`src/rtl/scroll_window_gen_if.sv`:
```
// Bundle between the message/scroll control source and the scroll window generator.
// The master drives the message and control inputs; the slave returns the visible window and status.
interface scroll_window_gen_if;
  logic       wr_en;
  logic [3:0] wr_addr;
  logic [4:0] wr_data;
  logic [4:0] msg_len;
  logic       start;
  logic       stop;
  logic       pause;
  logic       dir;
  logic [4:0] win3;
  logic [4:0] win2;
  logic [4:0] win1;
  logic [4:0] win0;
  logic [3:0] pos;
  logic       busy;
  logic       wrap;

  modport master (
    output wr_en, wr_addr, wr_data, msg_len, start, stop, pause, dir,
    input  win3, win2, win1, win0, pos, busy, wrap
  );

  modport slave (
    input  wr_en, wr_addr, wr_data, msg_len, start, stop, pause, dir,
    output win3, win2, win1, win0, pos, busy, wrap
  );
endinterface

```
`src/rtl/scroll_window_gen.sv`:
```
// Scrolls a 4-character window through a message buffer of up to 16 codes and
// presents the visible codes, registered, to the downstream digit-mux stage.
module scroll_window_gen #(
  parameter int unsigned STEP_DIV = 100_000_000
) (
  input  logic               fastclk,
  input  logic               resetin,
  scroll_window_gen_if.slave bus
);
  localparam int unsigned PW = $clog2(STEP_DIV);
  localparam logic [PW-1:0] PRESC_LAST = PW'(STEP_DIV - 1);

  typedef enum logic [1:0] {S_IDLE, S_RUN, S_PAUSE} state_t;

  state_t        state_q, state_d;
  logic [3:0]    pos_q, pos_d;
  logic [PW-1:0] presc_q, presc_d;
  logic [4:0]    len_q, len_d;
  logic          wrap_q, wrap_d;
  logic          busy;
  logic [4:0]    len_div;
  logic [4:0]    msg_buf_q [16];

  always_ff @(posedge fastclk or posedge resetin) begin
    if (resetin) begin
      state_q <= S_IDLE;
      pos_q   <= 4'd0;
      presc_q <= '0;
      len_q   <= 5'd0;
      wrap_q  <= 1'b0;
    end else begin
      state_q <= state_d;
      pos_q   <= pos_d;
      presc_q <= presc_d;
      len_q   <= len_d;
      wrap_q  <= wrap_d;
    end
  end

  // stop outranks start, start outranks pause; a step due in a stop cycle is dropped
  always_comb begin
    state_d = state_q;
    pos_d   = pos_q;
    presc_d = presc_q;
    len_d   = len_q;
    wrap_d  = 1'b0;
    if (bus.stop) begin
      state_d = S_IDLE;
      pos_d   = 4'd0;
      presc_d = '0;
    end else if (bus.start) begin
      pos_d   = 4'd0;
      presc_d = '0;
      if (bus.msg_len == 5'd0) begin
        state_d = S_IDLE;
        len_d   = 5'd0;
      end else begin
        state_d = S_RUN;
        len_d   = (bus.msg_len > 5'd16) ? 5'd16 : bus.msg_len;
      end
    end else begin
      case (state_q)
        S_RUN: begin
          if (presc_q == PRESC_LAST) begin
            presc_d = '0;
            if (!bus.dir) begin
              if ({1'b0, pos_q} == len_q - 5'd1) begin
                pos_d  = 4'd0;
                wrap_d = 1'b1;
              end else begin
                pos_d = pos_q + 4'd1;
              end
            end else begin
              if (pos_q == 4'd0) begin
                pos_d  = 4'(len_q - 5'd1);
                wrap_d = 1'b1;
              end else begin
                pos_d = pos_q - 4'd1;
              end
            end
          end else begin
            presc_d = presc_q + 1'b1;
          end
          if (bus.pause) state_d = S_PAUSE;
        end
        S_PAUSE: begin
          if (!bus.pause) state_d = S_RUN;
        end
        default: begin
          pos_d   = 4'd0;
          presc_d = '0;
        end
      endcase
    end
  end

  always_comb begin
    busy = (state_q != S_IDLE);
  end

  always_ff @(posedge fastclk or posedge resetin) begin
    if (resetin) begin
      for (int i = 0; i < 16; i++) msg_buf_q[i] <= 5'h1F;
    end else if (bus.wr_en) begin
      msg_buf_q[bus.wr_addr] <= bus.wr_data;
    end
  end

  // Divisor forced to 1 when empty so the modulo stays defined; output is blanked anyway
  assign len_div = (len_q == 5'd0) ? 5'd1 : len_q;

  genvar gi;
  generate
    for (gi = 0; gi < 4; gi++) begin : g_win
      logic [4:0] idx;
      logic [4:0] win_q;
      assign idx = 5'(({1'b0, pos_q} + 5'(3 - gi)) % len_div);
      always_ff @(posedge fastclk or posedge resetin) begin
        if (resetin)               win_q <= 5'h1F;
        else if (len_q == 5'd0)    win_q <= 5'h1F;
        else                       win_q <= msg_buf_q[idx[3:0]];
      end
    end
  endgenerate

  assign bus.win3 = g_win[3].win_q;
  assign bus.win2 = g_win[2].win_q;
  assign bus.win1 = g_win[1].win_q;
  assign bus.win0 = g_win[0].win_q;
  assign bus.pos  = pos_q;
  assign bus.busy = busy;
  assign bus.wrap = wrap_q;
endmodule
```
`src/flat_wrapper.sv`:
```
// flat-port wrapper written by rule: the top's interface ports become plain ports
module scroll_window_gen_flat 
#(
  parameter int unsigned STEP_DIV = 100_000_000
)
  (fastclk, resetin, bus_wr_en, bus_wr_addr, bus_wr_data, bus_msg_len, bus_start, bus_stop, bus_pause, bus_dir, bus_win3, bus_win2, bus_win1, bus_win0, bus_pos, bus_busy, bus_wrap);
  scroll_window_gen_if bus_i ();
  input  logic fastclk;
  input  logic resetin;
  input wire logic [$bits(bus_i.wr_en)-1:0] bus_wr_en;
  input wire logic [$bits(bus_i.wr_addr)-1:0] bus_wr_addr;
  input wire logic [$bits(bus_i.wr_data)-1:0] bus_wr_data;
  input wire logic [$bits(bus_i.msg_len)-1:0] bus_msg_len;
  input wire logic [$bits(bus_i.start)-1:0] bus_start;
  input wire logic [$bits(bus_i.stop)-1:0] bus_stop;
  input wire logic [$bits(bus_i.pause)-1:0] bus_pause;
  input wire logic [$bits(bus_i.dir)-1:0] bus_dir;
  output wire logic [$bits(bus_i.win3)-1:0] bus_win3;
  output wire logic [$bits(bus_i.win2)-1:0] bus_win2;
  output wire logic [$bits(bus_i.win1)-1:0] bus_win1;
  output wire logic [$bits(bus_i.win0)-1:0] bus_win0;
  output wire logic [$bits(bus_i.pos)-1:0] bus_pos;
  output wire logic [$bits(bus_i.busy)-1:0] bus_busy;
  output wire logic [$bits(bus_i.wrap)-1:0] bus_wrap;
  assign bus_i.wr_en = bus_wr_en;
  assign bus_i.wr_addr = bus_wr_addr;
  assign bus_i.wr_data = bus_wr_data;
  assign bus_i.msg_len = bus_msg_len;
  assign bus_i.start = bus_start;
  assign bus_i.stop = bus_stop;
  assign bus_i.pause = bus_pause;
  assign bus_i.dir = bus_dir;
  assign bus_win3 = bus_i.win3;
  assign bus_win2 = bus_i.win2;
  assign bus_win1 = bus_i.win1;
  assign bus_win0 = bus_i.win0;
  assign bus_pos = bus_i.pos;
  assign bus_busy = bus_i.busy;
  assign bus_wrap = bus_i.wrap;
  scroll_window_gen #(.STEP_DIV(STEP_DIV)) u_core (.fastclk(fastclk), .resetin(resetin), .bus(bus_i));
endmodule
```
`config.mk`:
```
export PLATFORM = sky130hd
export DESIGN_NAME = scroll_window_gen_flat
export DESIGN_NICKNAME = d
export VERILOG_FILES = /design/src/rtl/scroll_window_gen_if.sv /design/src/rtl/scroll_window_gen.sv /design/src/flat_wrapper.sv
export SDC_FILE = /design/constraint.sdc
export NUM_CORES = 1
export LEC_CHECK = 0
export ABC_AREA = 1
export BUFFER_PORTS_ARGS = -buffer_cell sky130_fd_sc_hd__buf_4
export CORE_MARGIN = 4
export CORE_UTILIZATION = 43
export CTS_CLUSTER_SIZE = 30
export DETAILED_ROUTE_END_ITERATION = 12
export PLACE_DENSITY = 0.61
export SLEW_MARGIN = 20
export SYNTH_ARGS = -nofsm -noshare
export SYNTH_HDL_FRONTEND = slang
export SYNTH_SLANG_ARGS = --single-unit
export TNS_END_PERCENT = 10
```
`constraint.sdc`:
```
create_clock -name fastclk -period 9.19 [get_ports fastclk]
set_input_delay 0.4595 -clock fastclk [delete_from_list [all_inputs] [get_ports fastclk]]
set_output_delay 0.4595 -clock fastclk [all_outputs]
set_load 0.02 [all_outputs]
```
# --- Word-level counts from Yosys, hierarchy flattened ---
# Index checks and enable logic that the tools add are counted.
# W data, S select, Z words.
word_totals:
  register_bits: 139
  inputBits: 21
  output_inout_bits: 26
  word_cells: 112
classes:
  addsub: 7
  div_mod_pow: 4
  magnitude_cmp: 7
  n_eq_ne: 8
  mux: 46
  bitwise: 6
  reduce_logical: 9
op_table:
  columns: ["cell", "count"]
  rows:
  - ["$mux W27", 3]
  - ["$bmux W5 S4", 4]
  - ["$bwmux W80", 1]
  - ["$mux W5", 16]
  - ["$pmux W27 S2", 1]
  - ["$add A27 B1 Y27 const B", 1]
  - ["$eq A27 B27 Y1 const B", 1]
  - ["$ge A5 B5 Y1 const B", 5]
  - ["$not A4 Y5", 5]
  - ["$mux W4", 6]
  - ["$demux W5 S4", 1]
  - ["$mod A5 B5 Y5", 3]
  - ["$add A4 B2 Y5 const B", 2]
  - ["$logic_not A5 Y1", 2]
  - ["$mux W1", 8]
  - ["$mux W2", 4]
  - ["$ne A4 B4 Y1 const B", 2]
  - ["$pmux W4 S2", 1]
  - ["$add A4 B1 Y5 const B", 1]
  - ["$eq A4 B5 Y1", 1]
  - ["$gt A5 B5 Y1 const B", 1]
  - ["$lt A5 B1 Y1 const B", 1]
  - ["$mod A4 B5 Y5", 1]
  - ["$sub A5 B1 Y5 const B", 1]
  - ["other kinds (14)", 15]

# --- Logic depth before layout (Yosys ltp) ---
depth:
  ltp_word: 8
  ltp_mapped: 50
  depth_no_buf: 48

# --- Worst setup path before layout ---
# Ideal clock, no wire load.
synth_timing:
  path_kind: "register to register"
  from: "register u_core.len_q[0]"
  to: "register u_core.g_win[1].win_q[0], in the netlist u_core.bus.win1[0]"
  setup_ns: 0.091
  arrival_ns: 6.372
  required_time_ns: 9.099
  slack_ns: 2.727
  path_stages_with_launch: 48
  n_path_buf: 1
  period_less_slack_ns: 6.463
  cell_sequence: "dfrtp_1 -> inv_1 -> ha_1 -> inv_1 -> nor2_1 -> nand2_4 -> nand2_1 -> inv_1 -> nor2_4 -> o21ai_2 -> xnor2_2 -> ha_1 -> o21ai_0 -> nand2_1 -> nand2_1 -> nand2_1 -> o21ai_2 -> ha_1 -> [12 not listed] -> nand3_1 -> nand2_1 -> ha_1 -> nand2_1 -> nand2_1 -> a21oi_2 -> nand3_1 -> nand2_1 -> nand2_1 -> buf_4 -> nand2_1 -> nand2_1 -> inv_1 -> nand2_1 -> nand2_1 -> nand3_1 -> nand3_1 -> nand3_1"
synth_via:
  elab_chain_cells: 8
synth_lines:
  columns: ["element", "line_no", "source"]
  rows:
  - ["from (decl)", "scroll_window_gen.sv:18", "logic [4:0] len_q, len_d;"]
  - ["from (signal assigned)", "scroll_window_gen.sv:35", "len_q <= len_d;"]
  - ["$logic_not A5 Y1", "scroll_window_gen.sv:110, scroll_window_gen.sv:120", null]
  - ["$mux W5", "scroll_window_gen.sv:110", "assign len_div = (len_q == 5'd0) ? 5'd1 : len_q;"]
  - ["$mod A5 B5 Y5", "scroll_window_gen.sv:117", "assign idx = 5'(({1'b0, pos_q} + 5'(3 - gi)) % len_div);"]
  - ["$not A4 Y5 (implied by the code)", "scroll_window_gen.sv:121", "else win_q <= msg_buf_q[idx[3:0]];"]
  - ["$bmux W5 S4", "scroll_window_gen.sv:121", null]
  - ["$mux W5 (implied by the code) (2 in series)", "scroll_window_gen.sv:121", null]
  - ["$mux W5 (*)", "scroll_window_gen.sv:120", "else if (len_q == 5'd0) win_q <= 5'h1F;"]
  - ["to (signal assigned)", "scroll_window_gen.sv:121", null]
  - ["to (decl)", "scroll_window_gen.sv:116", "logic [4:0] win_q;"]
# Mark *: on every way between the ends. The rest lies on a longest branch, timed or not. The select of a mux whose other input is x is not followed.
# A chain may end at the register's enable or synchronous reset.

# --- Worst setup path in the final report ---
layout_timing:
  from: "register u_core.len_q[0]"
  to: "register u_core.g_win[1].win_q[4], in the netlist u_core.bus.win1[4]"
# The elaborated chain is that of the path after synthesis.

==> flow_metrics.py <==
metrics = {
    "final_layout": {
        "regArea_um2": 3600,
        "final_cell_count_no_fill": 2334,
        "multi_input_area_um2": 7620,
        "diodes": 0,
        "syn_to_final_growth_pct": 9.43,
        "final_util_pct": 48.1,
        "final_layout_size_suffix_gt1_share_pct": 12.7,
        "final_area_um2": 13500,
        "final_nets": 2033,
        "fillerInstances": 2868,
    },
    "drt": {
        "antenna_left": 0,
        "drc": 0,
        "vias": 12720,
        "wire_per_inst_um": 17.1,
        "via_per_inst": 5.45,
        "dr.pass1.iters": 8,
        "drt_iter0_markers": 1371,
        "wirelength_um": 39900,
    },
    "setup_path": {
        "r2r_cells": 44,
        "startpoint_type": "register",
        "endpoint": "u_core.bus.win1[4]",
        "cp_common_cell": "nand2_1",
        "arrival_ns": 8.39,
        "rrSetupSlack_ns": 1.15,
        "crit_fanout": 25,
        "cp_slowest_cell": "nand2_1",
        "critPathLaunch": "u_core.len_q[0]",
        "slowest_delay_ns": 0.62,
        "crit_type": "register to register",
        "r2r-start": "u_core.len_q[0]",
        "regToRegEndpoint": "u_core.bus.win1[4]",
        "cp-end-kind": "register",
        "cp.required_ns": 9.54,
    },
    "pwr": {
        "p_leak_nw": 6.56,
        "ir_worst_vdd_mv": 0.257,
        "power_density_nw_per_um2": 397,
    },
    "cts": {
        "cts-buffers-inserted": 17,
        "cts_sinks": 139,
        "cts-root-to-sink-buffers": 2,
        "clkTransAtPathRegs_ns": 0.06,
        "root_buffer": "clkbuf_16",
        "post-cts-setup-buffer-count": 0,
        "cts_tree": "done",
        "h-tree-depth": 4,
        "cts_repair_resize_count": 0,
        "clk_latency_ns": 0.44,
        "hold_buffers": 0,
    },
    "min_path": {
        "hold_path.class": "input pin to asynchronous set/reset pin",
    },
    "synth": {
        "syn_area_um2": 12300,
        "synth_edf_count": 0,
        "yosys_warnings": 0,
        "ys_types": 54,
        "seq_area_frac_synth_pct": 29.2,
        "syn_avg_cell_area_um2": 6.36,
        "async_reset_ff_share_pct": 100,
        "synthFlopType": "dfstp_2",
        "ys_seq_elements": 139,
        "synth_nets": 2026,
        "netlist_instances": 1936,
    },
    "sta": {
        "hold_violations": 0,
        "rsz0062_at_grt": "false",
        "slew_headroom_pct": 30.4,
        "setup_viol": 0,
        "period_share_pct": 87.5,
        "setup-tns-final_ns": 0,
        "whs_ns": 0.0884,
        "worst_clock_skew_ns": 0.0233,
        "fmax_ghz": 0.124,
        "slew_violations": 0,
        "min_period_ns": 8.04,
        "worst_slew_pin_slew_ns": 1.04,
    },
    "status": {
        "status": "completed",
    },
    "grt": {
        "grt_pass1_wl_um": 63900,
        "antenna_found_initial": 1,
        "grt_max_degree": 86,
        "overflow": 0,
        "grt_pass1_vias": 11794,
        "grt_use_total_pct": 25.6,
    },
    "die": {
        "die_area_um2": 31400,
        "die_y_um": 177,
        "dieWidth_um": 177,
        "rows": 61,
        "core_um2": 28000,
        "io_pins": 47,
        "initial_core_util_pct": 44.0,
    },
    "placed_design": {
        "dp_cells": 2302,
        "gp_congestion": 0.965,
        "hpwl_um": 28900,
        "numPortBuffers": 46,
        "dpl_cell_area_um2": 12900,
    },
    "job": {
        "max-cap-violations": 0,
    },
}
logic make-up after synthesis:
kind of cell	count (synthesis)	synth area share (%)
and+or+nand+nor	1071	36.8
AOI/OAI and AO/OA	344	15.1
buffers and inverters	277	9.00
DFF	139	29.2
adders and majority gates	69	7.25
xor gates and xnor gates	35	2.61
other	1	0.0304
sequential cells by signal (all words and copies together), names as in the netlist:
signal	cells
u_core.bus.win0	5
u_core.bus.wrap	1
u_core.bus.pos	4
u_core.len_q	5
u_core.msg_buf_q	80
u_core.presc_q	27
u_core.bus.win2	5
u_core.bus.win1	5
u_core.bus.win3	5
u_core.state_q	2
cells in the mapped netlist, types with 7 or more instances:
cell,n,share of area [%]
a21oi_1,46,1.9
buf_2,16,0.65
buf_4,7,0.43
clkbuf_1,42,1.3
dfrtp_1,39,7.9
dfstp_2,100,21
ha_1,65,6.6
inv_1,200,6.1
inv_2,9,0.27
nand2_1,739,23
nand2_2,14,0.71
nand3_1,150,6.1
nand4_1,35,1.8
nor2_1,66,2.0
nor3_1,28,1.1
nor4_1,10,0.51
o21a_1,7,0.43
o21ai_0,235,9.5
o21ai_1,12,0.49
or2_2,9,0.46
xnor2_1,10,0.71
xor2_1,23,1.6
power by group:
part           switching (W)  internal [W]  total [W]
clock network       0.000302      0.000402   0.000705
logic                0.00262       0.00105    0.00367
registers           0.000131      0.000843   0.000974
how the worst min path moves through the flow:
stage                                end                 start  slack [ns]
global placement    u_core.msg_buf_q[39]  u_core.msg_buf_q[39]        0.48
CTS                   u_core.presc_q[15]               resetin        0.09
finish                u_core.presc_q[15]               resetin        0.09
detailed placement  u_core.msg_buf_q[19]  u_core.msg_buf_q[19]        0.49
floorplan           u_core.msg_buf_q[15]  u_core.msg_buf_q[15]        0.47
global route          u_core.presc_q[11]               resetin        0.12
worst max-delay path, delay by kind of cell, from the launching register on:
kind | cells | cell delay [ns]
xor+xnor | 1 | 0.15
compound gates | 8 | 1.34
flops | 1 | 0.40
fa+ha+maj | 6 | 1.71
buf+inv | 6 | 0.49
simple gates | 23 | 3.86
layout make-up:
type | instances | area share (%)
clock inverters | 13 | 1.05
multi-input cells | 1520 | 56.5
clock buffers | 19 | 3.21
well taps | 378 | 3.51
flip-flops and latches | 139 | 26.7
inverters | 209 | 5.86
repair buffers | 56 | 3.15
per-layer routing:
layer / track usage (%) / vias to the layer above / wire length (µm)
li1: - / 6303 / -
met3: 4.72 / 51 / 3290
met5: 0 / - / 0
met2: 38.6 / 465 / 16900
met4: 6.45 / 0 / 732
met1: 37.8 / 5901 / 19000
through the flow:
stage | worst slack [ns] | total power (W)
2_1_floorplan | 2.73 | 0.00356
3_3_place_gp | 1.44 | 0.00452
3_5_place_dp | 1.32 | 0.00453
4_1_cts | 1.28 | 0.00526
5_1_grt | 0.404 | 0.00581
6_report | 1.15 | 0.00535
cells in the final DEF (no fill, tap or decap), drive strengths merged, types with 3 or more instances in the layout:
cell,n
nor2,70
a21oi,48
dfrtp,39
o22ai,5
inv,214
o31ai,3
ha,65
clkbuf,19
o21bai,5
xnor2,12
a31oi,6
or2,11
nand2,756
xor2,23
nand3,154
fa,4
a21o,5
clkinv,4
o211ai,3
dfstp,100
nor3,29
buf,56
o21ai,252
o21a,7
nor4,11
a21boi,5
nand4,36
Note: power is estimated with default switching activity, not from simulation.
